`config.mk`:
```
export PLATFORM = sky130hd
export DESIGN_NAME = divisor_restoring_nbits
export DESIGN_NICKNAME = d
export VERILOG_FILES = /design/src/rtl/divisor_pkg.sv /design/src/rtl/divisor_step.sv /design/src/rtl/divisor_restoring_nbits.sv
export SDC_FILE = /design/constraint.sdc
export NUM_CORES = 1
export LEC_CHECK = 0
export CORE_ASPECT_RATIO = 1.75
export CORE_MARGIN = 2
export CORE_UTILIZATION = 35
export DETAILED_ROUTE_END_ITERATION = 16
export PLACE_DENSITY_LB_ADDON = 0.05
export SLEW_MARGIN = 10
export SYNTH_ARGS = -nofsm -noshare
export SYNTH_HDL_FRONTEND = slang
export SYNTH_HIERARCHICAL = 1
export SYNTH_SLANG_ARGS = --single-unit
```
`constraint.sdc`:
```
create_clock -name clk -period 2.61 [get_ports clk]
set_clock_uncertainty 0.05 [all_clocks]
set_input_delay 0.522 -clock clk [delete_from_list [all_inputs] [get_ports clk]]
set_output_delay 0.522 -clock clk [all_outputs]
set_load 0.05 [all_outputs]
```
`src/rtl/divisor_pkg.sv`:
```
// Shared types and helpers for the parametrised restoring divider.
// The optional signed build is enabled by defining DIV_SIGNED_EN.
package divisor_pkg;

   typedef enum logic [1:0] {
      IDLE = 2'd0,
      CALC = 2'd1,
      FIX  = 2'd2,
      DONE = 2'd3
   } div_state_t;

   localparam int DIV_MAX_WIDTH = 32;

   // Iteration counter width; one spare code keeps WIDTH-1 representable for every legal WIDTH.
   function automatic int div_cnt_w(input int width);
      return $clog2(width + 1);
   endfunction

endpackage

```
`src/rtl/divisor_step.sv`:
```
// One restoring-division iteration: shift {rem,quo} left, trial-subtract B, restore on borrow.
module divisor_step #(
   parameter int WIDTH = 7
) (
   input  logic [WIDTH-1:0] rem,
   input  logic [WIDTH-1:0] quo,
   input  logic [WIDTH-1:0] b,
   output logic [WIDTH-1:0] rem_next,
   output logic [WIDTH-1:0] quo_next
);

   logic [WIDTH:0] rem_sh;
   logic           ge;

   // rem < B before the shift, so the shifted value needs one extra bit but the result fits WIDTH.
   assign rem_sh   = {rem, quo[WIDTH-1]};
   assign ge       = (rem_sh >= {1'b0, b});
   assign rem_next = ge ? WIDTH'(rem_sh - {1'b0, b}) : rem_sh[WIDTH-1:0];
   assign quo_next = {quo[WIDTH-2:0], ge};

endmodule

```
`src/rtl/divisor_restoring_nbits.sv`:
```
// Multi-cycle restoring divider Q = A/B, R = A%B, one quotient bit per clock.
// Define DIV_SIGNED_EN to add the signed_mode port and the FIX sign-correction state.
module divisor_restoring_nbits
   import divisor_pkg::*;
#(
   parameter int WIDTH = 7
) (
   input  logic             clk,
   input  logic             rst,
   input  logic             start,
   input  logic [WIDTH-1:0] A_in,
   input  logic [WIDTH-1:0] B_in,
`ifdef DIV_SIGNED_EN
   input  logic             signed_mode,
`endif
   output logic [WIDTH-1:0] Q,
   output logic [WIDTH-1:0] R,
   output logic             busy,
   output logic             done,
   output logic             div_by_zero,
   output logic [1:0]       dbg_state
);

   // Handshake: start is sampled only at a posedge in IDLE or DONE; an accepted start captures
   // A_in/B_in and drops done. busy is high in CALC/FIX, where start is ignored. done stays high
   // with stable Q/R/div_by_zero until the next accepted start or reset.

   localparam int             CW       = div_cnt_w(WIDTH);
   localparam logic [CW-1:0]  CNT_LAST = CW'(WIDTH - 1);

   div_state_t       state;
   logic [WIDTH-1:0] a_reg;
   logic [WIDTH-1:0] b_reg;
   logic [WIDTH-1:0] rem;
   logic [WIDTH-1:0] quo;
   logic [WIDTH-1:0] rem_nx;
   logic [WIDTH-1:0] quo_nx;
   logic [WIDTH-1:0] a_mag;
   logic [WIDTH-1:0] b_mag;
   logic [CW-1:0]    cnt;

`ifdef DIV_SIGNED_EN
   logic a_neg;
   logic b_neg;
   logic neg_q;
   logic neg_r;

   assign a_neg = signed_mode & A_in[WIDTH-1];
   assign b_neg = signed_mode & B_in[WIDTH-1];
   // Most-negative operands map onto themselves, which is the correct unsigned magnitude.
   assign a_mag = a_neg ? -A_in : A_in;
   assign b_mag = b_neg ? -B_in : B_in;
`else
   assign a_mag = A_in;
   assign b_mag = B_in;
`endif

   divisor_step #(.WIDTH(WIDTH)) u_step (
      .rem      (rem),
      .quo      (quo),
      .b        (b_reg),
      .rem_next (rem_nx),
      .quo_next (quo_nx)
   );

   always_ff @(posedge clk or negedge rst) begin
      if (!rst) begin
         state       <= IDLE;
         a_reg       <= '0;
         b_reg       <= '0;
         rem         <= '0;
         quo         <= '0;
         cnt         <= '0;
         Q           <= '0;
         R           <= '0;
         div_by_zero <= 1'b0;
`ifdef DIV_SIGNED_EN
         neg_q       <= 1'b0;
         neg_r       <= 1'b0;
`endif
      end else begin
         case (state)
            IDLE, DONE: begin
               if (start) begin
                  a_reg       <= A_in;
                  b_reg       <= b_mag;
                  rem         <= '0;
                  quo         <= a_mag;
                  cnt         <= '0;
                  div_by_zero <= 1'b0;
`ifdef DIV_SIGNED_EN
                  neg_q       <= a_neg ^ b_neg;
                  neg_r       <= a_neg;
`endif
                  state       <= CALC;
               end
            end
            CALC: begin
               if (b_reg == '0) begin
                  Q           <= '1;
                  R           <= a_reg;
                  div_by_zero <= 1'b1;
                  state       <= DONE;
               end else begin
                  rem <= rem_nx;
                  quo <= quo_nx;
                  cnt <= cnt + CW'(1);
                  if (cnt == CNT_LAST) begin
`ifdef DIV_SIGNED_EN
                     state <= FIX;
`else
                     Q     <= quo_nx;
                     R     <= rem_nx;
                     state <= DONE;
`endif
                  end
               end
            end
`ifdef DIV_SIGNED_EN
            FIX: begin
               Q     <= neg_q ? -quo : quo;
               R     <= neg_r ? -rem : rem;
               state <= DONE;
            end
`endif
            default: state <= IDLE;
         endcase
      end
   end

   assign busy      = (state == CALC) || (state == FIX);
   assign done      = (state == DONE);
   assign dbg_state = state;

endmodule

```
; ---- Yosys cells after proc, flatten, opt, wreduce, memory -nomap -nowiden
; Index checks and enable logic that the tools add are counted.
[word_totals]
output_inout_bits = 19
wordCells = 52
regBits = 48
[op_classes]
eq_ne = 8
n_reduce_logical = 11
mux = 21
n_lt_le_gt_ge = 1
add_sub_neg = 2
[ops]
columns = op, count
row1 = $mux W7, 9
row2 = $pmux W7 S2, 2
row3 = $ge A8 B7 Y1, 1
row4 = $logic_not A7 Y1, 1
row5 = $sub A7 B7 Y7, 1
row6 = $mux W2, 3
row7 = $mux W3, 2
row8 = $ne A2 B2 Y1 const B, 3
row9 = $pmux W3 S2, 1
row10 = $reduce_and A2 Y1, 3
row11 = $reduce_and A3 Y1, 2
row12 = $eq A2 B2 Y1 const B, 2
row13 = $pmux W2 S2, 1
row14 = $reduce_bool A2 Y1, 2
row15 = $add A3 B1 Y3 const B, 1
row16 = $eq A3 B3 Y1 const B, 1
row17 = $ne A3 B3 Y1 const B, 1
row18 = $eq A2 B1 Y1 const B, 1
row19 = $logic_not A2 Y1, 1
row20 = $mux W1, 2
row21 = $pmux W1 S2, 1
row22 = $reduce_or A2 Y1, 1
row23 = $logic_or A1 B1 Y1, 1

; ---- Longest topological paths before layout
; Gate-level depths: netlist of run 1.
[logic_depth]
depth_word = 4
ltp_mapped = 12
depth_no_buf = 12

; ---- Cells and area by module
; The synthesis of run 1 kept the hierarchy.
[by_module_without_submodules]
columns = module, n_inst, cells_each, seq_area_each_um2, area_per_inst_um2
row1 = divisor_restoring_nbits, 1, 193, 1201.2, 2269.7
row2 = divisor_step, 1, 65, 0.0, 516.7

; ---- Worst setup path after synthesis of run 1
; No wires, ideal clock.
[synth_path]
path_type = register -> register
startpoint = reg b_reg[0]
endpoint = reg rem[6]
setup_time_ps = 134
required_ps = 2426
arrival_ps = 2236
n_path_buf = 0
path_slack_ps = 191
period_less_slack_ps = 2419
path_stages_with_launch = 12
path_cell_list = dfrtp_1 > ha_1 > fa_1 > nand2b_1 > a21oi_4 > o221ai_2 > nand2_4 > mux2_4 > nand2_1 > a21oi_1 > o21ai_1 > o211ai_1
[synth_via]
elab_chain_len = 4
elab_cells_between_ends = 8
[synth_rtl]
columns = element, line
row1 = start: declaration, divisor_restoring_nbits.sv:33  ; logic [WIDTH-1:0] b_reg;
row2 = start signal: assignment, divisor_restoring_nbits.sv:86  ; b_reg <= b_mag;
row3 = $ge A8 B7 Y1, divisor_step.sv:17  ; assign ge = (rem_sh >= {1'b0, b});
row4 = via u_step.ge, divisor_step.sv:13  ; logic ge;
row5 = $mux W7, divisor_step.sv:18  ; assign rem_next = ge ? WIDTH'(rem_sh - {1'b0, b}) : rem_sh[WIDTH-1:0];
row6 = via rem_nx[6], divisor_restoring_nbits.sv:36  ; logic [WIDTH-1:0] rem_nx;
row7 = $mux W7, divisor_restoring_nbits.sv:99  ; if (b_reg == '0) begin
row8 = $pmux W7 S2, divisor_restoring_nbits.sv:82  ; case (state)
row9 = end signal: assignment, divisor_restoring_nbits.sv:105  ; rem <= rem_nx;
row10 = end: declaration, divisor_restoring_nbits.sv:34  ; logic [WIDTH-1:0] rem;
; The timed path passes the listed nets, and every way through them passes these cells. The select of a mux whose other input is x is not followed.
; A chain may end at the register's enable or synchronous reset.

; ---- Worst setup path in the final report of run 1
[layout_path]
startpoint = reg b_reg[0]
endpoint = reg rem[6]
[layout_via]
elab_chain_len = 4
elab_cells_between_ends = 8
[layout_rtl]
columns = element, line
row1 = $ge A8 B7 Y1, divisor_step.sv:17
row2 = via quo_nx[0], divisor_restoring_nbits.sv:37  ; logic [WIDTH-1:0] quo_nx;
row3 = $mux W7, divisor_step.sv:18
row4 = via rem_nx[6], divisor_restoring_nbits.sv:36
row5 = $mux W7, divisor_restoring_nbits.sv:99
row6 = $pmux W7 S2, divisor_restoring_nbits.sv:82
; The timed path passes the listed nets, and every way through them passes these cells. The select of a mux whose other input is x is not followed.

==> impl_metrics.ini, run 1 <==
[synthesis]
synth_commonest_cells = dfrtp_1 (48), nand2_1 (21), nor2_1 (17), inv_1 (14), mux2_2 (14)
synth_top_family_by_area = compound AO/OA/AOI/OAI gates
synth-simple-area-share_pct = 12.48
synth_area_leader_cell = dfrtp_1
synth_area_mm2 = 0.002786
synth-compound-area-share_pct = 18.72
post-synth-top-count-cell = dfrtp_1
synth_edf_count = 0
synthMuxAreaShare_pct = 12.80
synth_fp_nets = 288
ys_ff_latch = 48
ys_seq_area_share_pct = 43.11
postSynthCellCount = 258
synth_top_area_share_pct = 43.11
synthTopCellsByArea = dfrtp_1 (43%), mux2_2 (5.7%), ha_1 (5.4%)
yosysUniqueCellTypes = 49
post_synth_fa_ha_maj_area_fraction_pct = 6.107
synth_xor_area_share_pct = 0.6286
syn_area_per_cell_um2 = 10.80
ys_warn_count = 6
synth_async_sr_flop_share_pct = 100.0
ys.flop_type = dfrtp_1

[setup_path]
worstSetupEndpointType = flip-flop
cp_data_required_time_ns = 2.73
startpoint_type = flip-flop
crit_type = flip-flop to flip-flop
cp_max_fo = 7
crit_arrival_ns = 2.59
rr_startpoint = b_reg[0]$_DFFE_PN0P_
crit_path_start = b_reg[0]$_DFFE_PN0P_

[route]
post_drt_wl_per_cell_um = 17.29
drc_errors = 0
ant_nets = 0
drt_wl_total_mm = 6.675
vias = 2046
first_pass_iters = 4
drt-vias-per-instance = 5.301
drt_iter0_markers = 51

[sta]
relSlewSlack_pct = 56.60
hold_violations = 0
slew_violations = 0
finalCriticalPeriod_ns = 2.471
tns_ns = 0
rsz0062_at_grt = false
finalSetupViolations = 0
max_freq_mhz = 404.7
worst_slew_pin_slew_ns = 0.6510
post-route-period-util_pct = 94.68

[pwr]
p_int_uw = 3174
comb_power_share_pct = 61.3
seqPwrFrac_pct = 25.0
finalPower_uw = 5651
p_sw_share_pct = 43.83
cellPowerDensity_mw_per_mm2 = 1659
power_switching_uw = 2477
ir_worst_vdd_uv = 628.5
pwr-share-clk_pct = 13.6
leakage_uw = 0.001497

[clocking]
clock_latency_ns = 0.30
cts_sinks = 48
cts_buffer_depth = 2
cts_root_buffer = clkbuf_16
cts_tree = done
htreeDepth = 2
path_clk_slew_ns = 0.07
numCtsBuffers = 5
ctsHoldBuffers = 0

[floorplanning]
pin_count = 36
fp.dieH_um = 122.0
rows = 43
core_area_mm2 = 0.007801
die_w_um = 71.45
die_area_mm2 = 0.008719
start_util_pct = 35.72

[global_routing]
grt_pass1_wl_mm = 10.96
grt_max_degree = 49
grt_use_total_pct = 16.73
antenna_found_initial = 0
grt.overflow.total = 0
grt_pass1_vias = 2127

[finish]
num_antenna_cells = 0
stdcell_count = 386
syn2layout_area_growth_pct = 22.23
fill_cells = 753
final_nets = 325
layout-drive-gt1-share_pct = 21.62
fin_util_pct = 43.66

[flow_run]
drv_cap = 0

[place]
hpwl_mm = 4.956
place.gp.congestion = 0.7987
placed_cells = 377
portBuffers = 35

[min_path]
hold_path_class = input port to asynchronous set/reset pin

[status]
status = completed
==> final cells by class <==
cell class	count	area, um2	share of cell area (%)
Clock buffer	6	138.9	4.078
Clock inverter	2	38.79	1.139
Inverter	14	52.55	1.543
Multi-Input combinational cell	178	1421	41.73
Sequential cell	48	1201	35.27
Tap cell	90	112.6	3.306
Timing Repair Buffer	48	440.4	12.93
==> cell families (layout without fill, tap and decap cells) <==
group	count (synthesis)	in the layout
AO/OA/AOI/OAI	64	64
AND/OR/NAND/NOR	68	68
buffers and inverters	32	70
multiplexers	31	31
flip-flops	48	48
adder cells (fa/ha/maj)	13	13
XOR/XNOR	2	2
==> path summary, 6_finish.rpt <==
path	endpoint	cells after the start	slack, ns
max	rem[6]$_DFFE_PN0P_	11	0.14
min	b_reg[3]$_DFFE_PN0P_	2	0.27
max reg2reg	rem[6]$_DFFE_PN0P_	11	0.14
min reg2reg	Q[1]$_DFFE_PN0P_	1	0.46
max in group asynchronous	dbg_state[1]$_DFFE_PN0P_	2	1.78
min in group clk	Q[1]$_DFFE_PN0P_	1	0.46
==> repair_timing <==
| action | 4_1_cts | 5_1_grt |
|---|---|---|
| setup endpoints to repair | 0 | 5 |
| resized for setup | 0 | 1 |
| setup buffers | 0 | 1 |
==> layout by cell type, fill, tap and decap left out, types with 2 or more instances in the layout <==
cell type	count
a21oi_1	12
a21oi_2	4
a221oi_1	2
a2bb2oi_2	7
and2_1	2
buf_4	14
clkbuf_16	5
clkdlybuf4s50_1	33
dfrtp_1	48
ha_1	12
inv_1	14
mux2_2	14
mux2_4	5
mux2i_1	11
nand2_1	21
nand2b_1	2
nand3_1	10
nor2_1	17
nor2b_1	3
nor3_1	3
o211ai_1	7
o21ai_0	4
o22a_1	8
o22ai_1	8
o31a_1	2
==> critical path, cell delays in order (launching register included) <==
cell and delay (ns):
dfrtp_1 0.40, ha_1 0.23, fa_1 0.41, nand2b_4 0.17
a21oi_4 0.15, o221ai_2 0.13, nand2_4 0.13, mux2_4 0.33
nand2_1 0.07, a21oi_1 0.04, o21ai_1 0.14, o211ai_1 0.10
==> power by group through the flow <==
stage | Combinational [uW] | Clock, uW | Sequential (uW)
detailed placement | 3440 | 0 | 1440
global placement | 3450 | 0 | 1430
finish | 3460 | 771 | 1420
global route | 3790 | 820 | 1470
CTS | 3470 | 791 | 1420
floorplan | 2310 | 0 | 1710
==> stage by stage <==
step           cell area (um2)  setup slack, ns  hold slack, ns
2_1_floorplan             2786           0.1909          0.1764
3_3_place_gp              3213           0.1090          0.4452
3_5_place_dp              3213          0.06123          0.4481
4_1_cts                   3391          0.05495          0.3051
5_1_grt                   3406         0.002898          0.3325
6_report                  3406           0.1390          0.2652
==> per-layer routing <==
| layer | GRT usage, % | routed length [um] | part of all wire (%) | vias to the layer above |
|---|---|---|---|---|
| li1 | - | - | - | 1002 |
| met1 | 19.74 | 2835 | 42 | 1014 |
| met2 | 29.51 | 3584 | 54 | 24 |
| met3 | 3.226 | 141 | 2.1 | 6 |
| met4 | 6.368 | 114 | 1.7 | 0 |
| met5 | 0 | 0 | 0 | - |
(Power assumes the default switching activity.)
==> run 2: changes to the inputs <==
Settings changed: ABC_AREA from default to 0.
==> results of run 2 <==
Final layout, timing and power as in run 1 (identical DEF).
==> run 3: changes to the inputs <==
Clock period 2.61 ns to 2.4 ns, I/O delays scaled along.
==> run 3 against run 2 <==
  * Non-clock buffer count up 12
  * Design area increased by 5.9%
  * Critical path depth increased by 1
  * Via count grew 1.4%
  * Highest routed layer unchanged
==> impl_metrics.ini, run 3 (synthesis gave the netlist of run 1 again) <==
[finish]
layout-drive-gt1-share_pct = 28.90
fill_cells = 753
final_nets = 337
num_antenna_cells = 0
seqCellArea_mm2 = 0.001201
stdcell_area_mm2 = 0.003606
multiInputGateArea_mm2 = 0.001513
syn2layout_area_growth_pct = 29.41
final_common_cell = dfrtp_1
final_cell_mix = dfrtp_1 (48), clkdlybuf4s50_1 (33), buf_4 (24)

[setup_path]
worstSetupEndpointType = flip-flop
startpoint_type = flip-flop
crit_arrival_ns = 2.48
cp_data_required_time_ns = 2.52
crit_type = flip-flop to flip-flop
cp_max_fo = 6

[sta]
finalCriticalPeriod_ns = 2.362
finalSetupViolations = 0
relSlewSlack_pct = 47.13
rsz0062_at_grt = true
slew_violations = 0
post-route-period-util_pct = 98.44
max_freq_mhz = 423.3
hold_violations = 0
worst_slew_pin_slew_ns = 0.7930

[floorplanning]
rows = 43
fp.dieH_um = 122.0
die_w_um = 71.45
die_area_mm2 = 0.008719
pin_count = 36
start_util_pct = 35.72
core_area_mm2 = 0.007801

[global_routing]
grt_pass1_wl_mm = 11.28
grt.overflow.total = 0
grt_use_total_pct = 17.06
grt_util_met3_pct = 2.730
grt_pass1_vias = 2115
gr-usage-met2_pct = 28.70
grt_use_met1_pct = 21.80
grt_max_degree = 36
busiest_layer = met2
antenna_found_initial = 0

[clocking]
path_clk_slew_ns = 0.07
htreeDepth = 2
cts_buffer_depth = 2
ctsHoldBuffers = 0
clock_latency_ns = 0.29
cts_sinks = 48
cts_tree = done
numCtsBuffers = 5
cts_root_buffer = clkbuf_16

[route]
vias = 2075
drc_errors = 0
drt_iter0_markers = 63
ant_nets = 0
drt_wl_total_mm = 6.787
post_drt_wl_per_cell_um = 17.05
drt-vias-per-instance = 5.214
first_pass_iters = 4

[status]
status = completed

[place]
hpwl_mm = 5.062
portBuffers = 35
place_area_mm2 = 0.003308
place.gp.congestion = 0.7865

[min_path]
hold_path_class = input port to asynchronous set/reset pin

[flow_run]
drv_cap = 0
run 3: changes by cell type in the layout (fill, tap and decap cells not counted), moves of 2 or more:
cell | previous run | this run
buf_12 | 0 | 2
buf_4 | 14 | 24
mux2i_1 | 11 | 9
mux2i_4 | 0 | 2
nand2_1 | 21 | 18
nand2_2 | 0 | 3
o22ai_1 | 8 | 4
o22ai_2 | 0 | 2
o22ai_4 | 0 | 2
run 3: repair_timing:
action / CTS / global route
setup endpoints to repair: 3 / 10
setup buffers: 1 / 4
resized for setup: 1 / 16
pin swaps: 2 / 10
run 3: final timing paths:
path | start | endpoint | slack [ns] | cells past startpoint
worst max register to register | quo[6]$_DFFE_PN0P_ | rem[6]$_DFFE_PN0P_ | 0.04 | 12
max in group asynchronous | rst | rem[6]$_DFFE_PN0P_ | 1.43 | 2
worst min register to register | Q[4]$_DFFE_PN0P_ | Q[4]$_DFFE_PN0P_ | 0.46 | 1
worst min-delay path | rst | Q[4]$_DFFE_PN0P_ | 0.21 | 1
worst max-delay path | quo[6]$_DFFE_PN0P_ | rem[6]$_DFFE_PN0P_ | 0.04 | 12
min in group clk | Q[4]$_DFFE_PN0P_ | Q[4]$_DFFE_PN0P_ | 0.46 | 1
run 3: per-stage QoR:
stage          utilization, %  cells  worst slack (ns)  hold WS (ns)   TNS, ns
2_1_floorplan               -    258           0.02686        0.1344         0
3_3_place_gp            42.41    385           0.01628        0.4448         0
3_5_place_dp            42.41    385          -0.01557        0.4500  -0.01557
4_1_cts                 44.73    394          0.007140        0.2442         0
5_1_grt                 46.22    398           -0.1110        0.2845   -0.3573
6_report                46.22    398           0.03754        0.2144         0
run 3: critical path: stages, from the launching register on:
cell      delay, ns
dfrtp_1        0.36
inv_2          0.07
ha_4           0.17
fa_2           0.36
nand2b_4       0.16
a21oi_4        0.19
o221ai_2       0.13
nand2_4        0.13
mux2_4         0.32
nand2_2        0.06
a21oi_2        0.03
o21ai_1        0.12
o211ai_1       0.10
run 3: layer usage:
metal | wire length [um] | up-vias
li1 | - | 1018
met1 | 2937 | 1019
met2 | 3576 | 30
met3 | 153 | 8
met4 | 120 | 0
met5 | 0 | -
run 3: area by class of cell:
| class | count | share of cell area, % |
|---|---|---|
| flip-flops and latches | 48 | 33.31 |
| inverters | 14 | 1.457 |
| well taps | 90 | 3.123 |
| clock buffers | 5 | 3.470 |
| repair buffers | 60 | 15.41 |
| multi-input cells | 178 | 41.95 |
| clock inverters | 3 | 1.284 |
Power of run 3 is left out: the tool's default activity adds up to more than one toggle a clock period on the data nets, which glitch-free logic cannot reach.
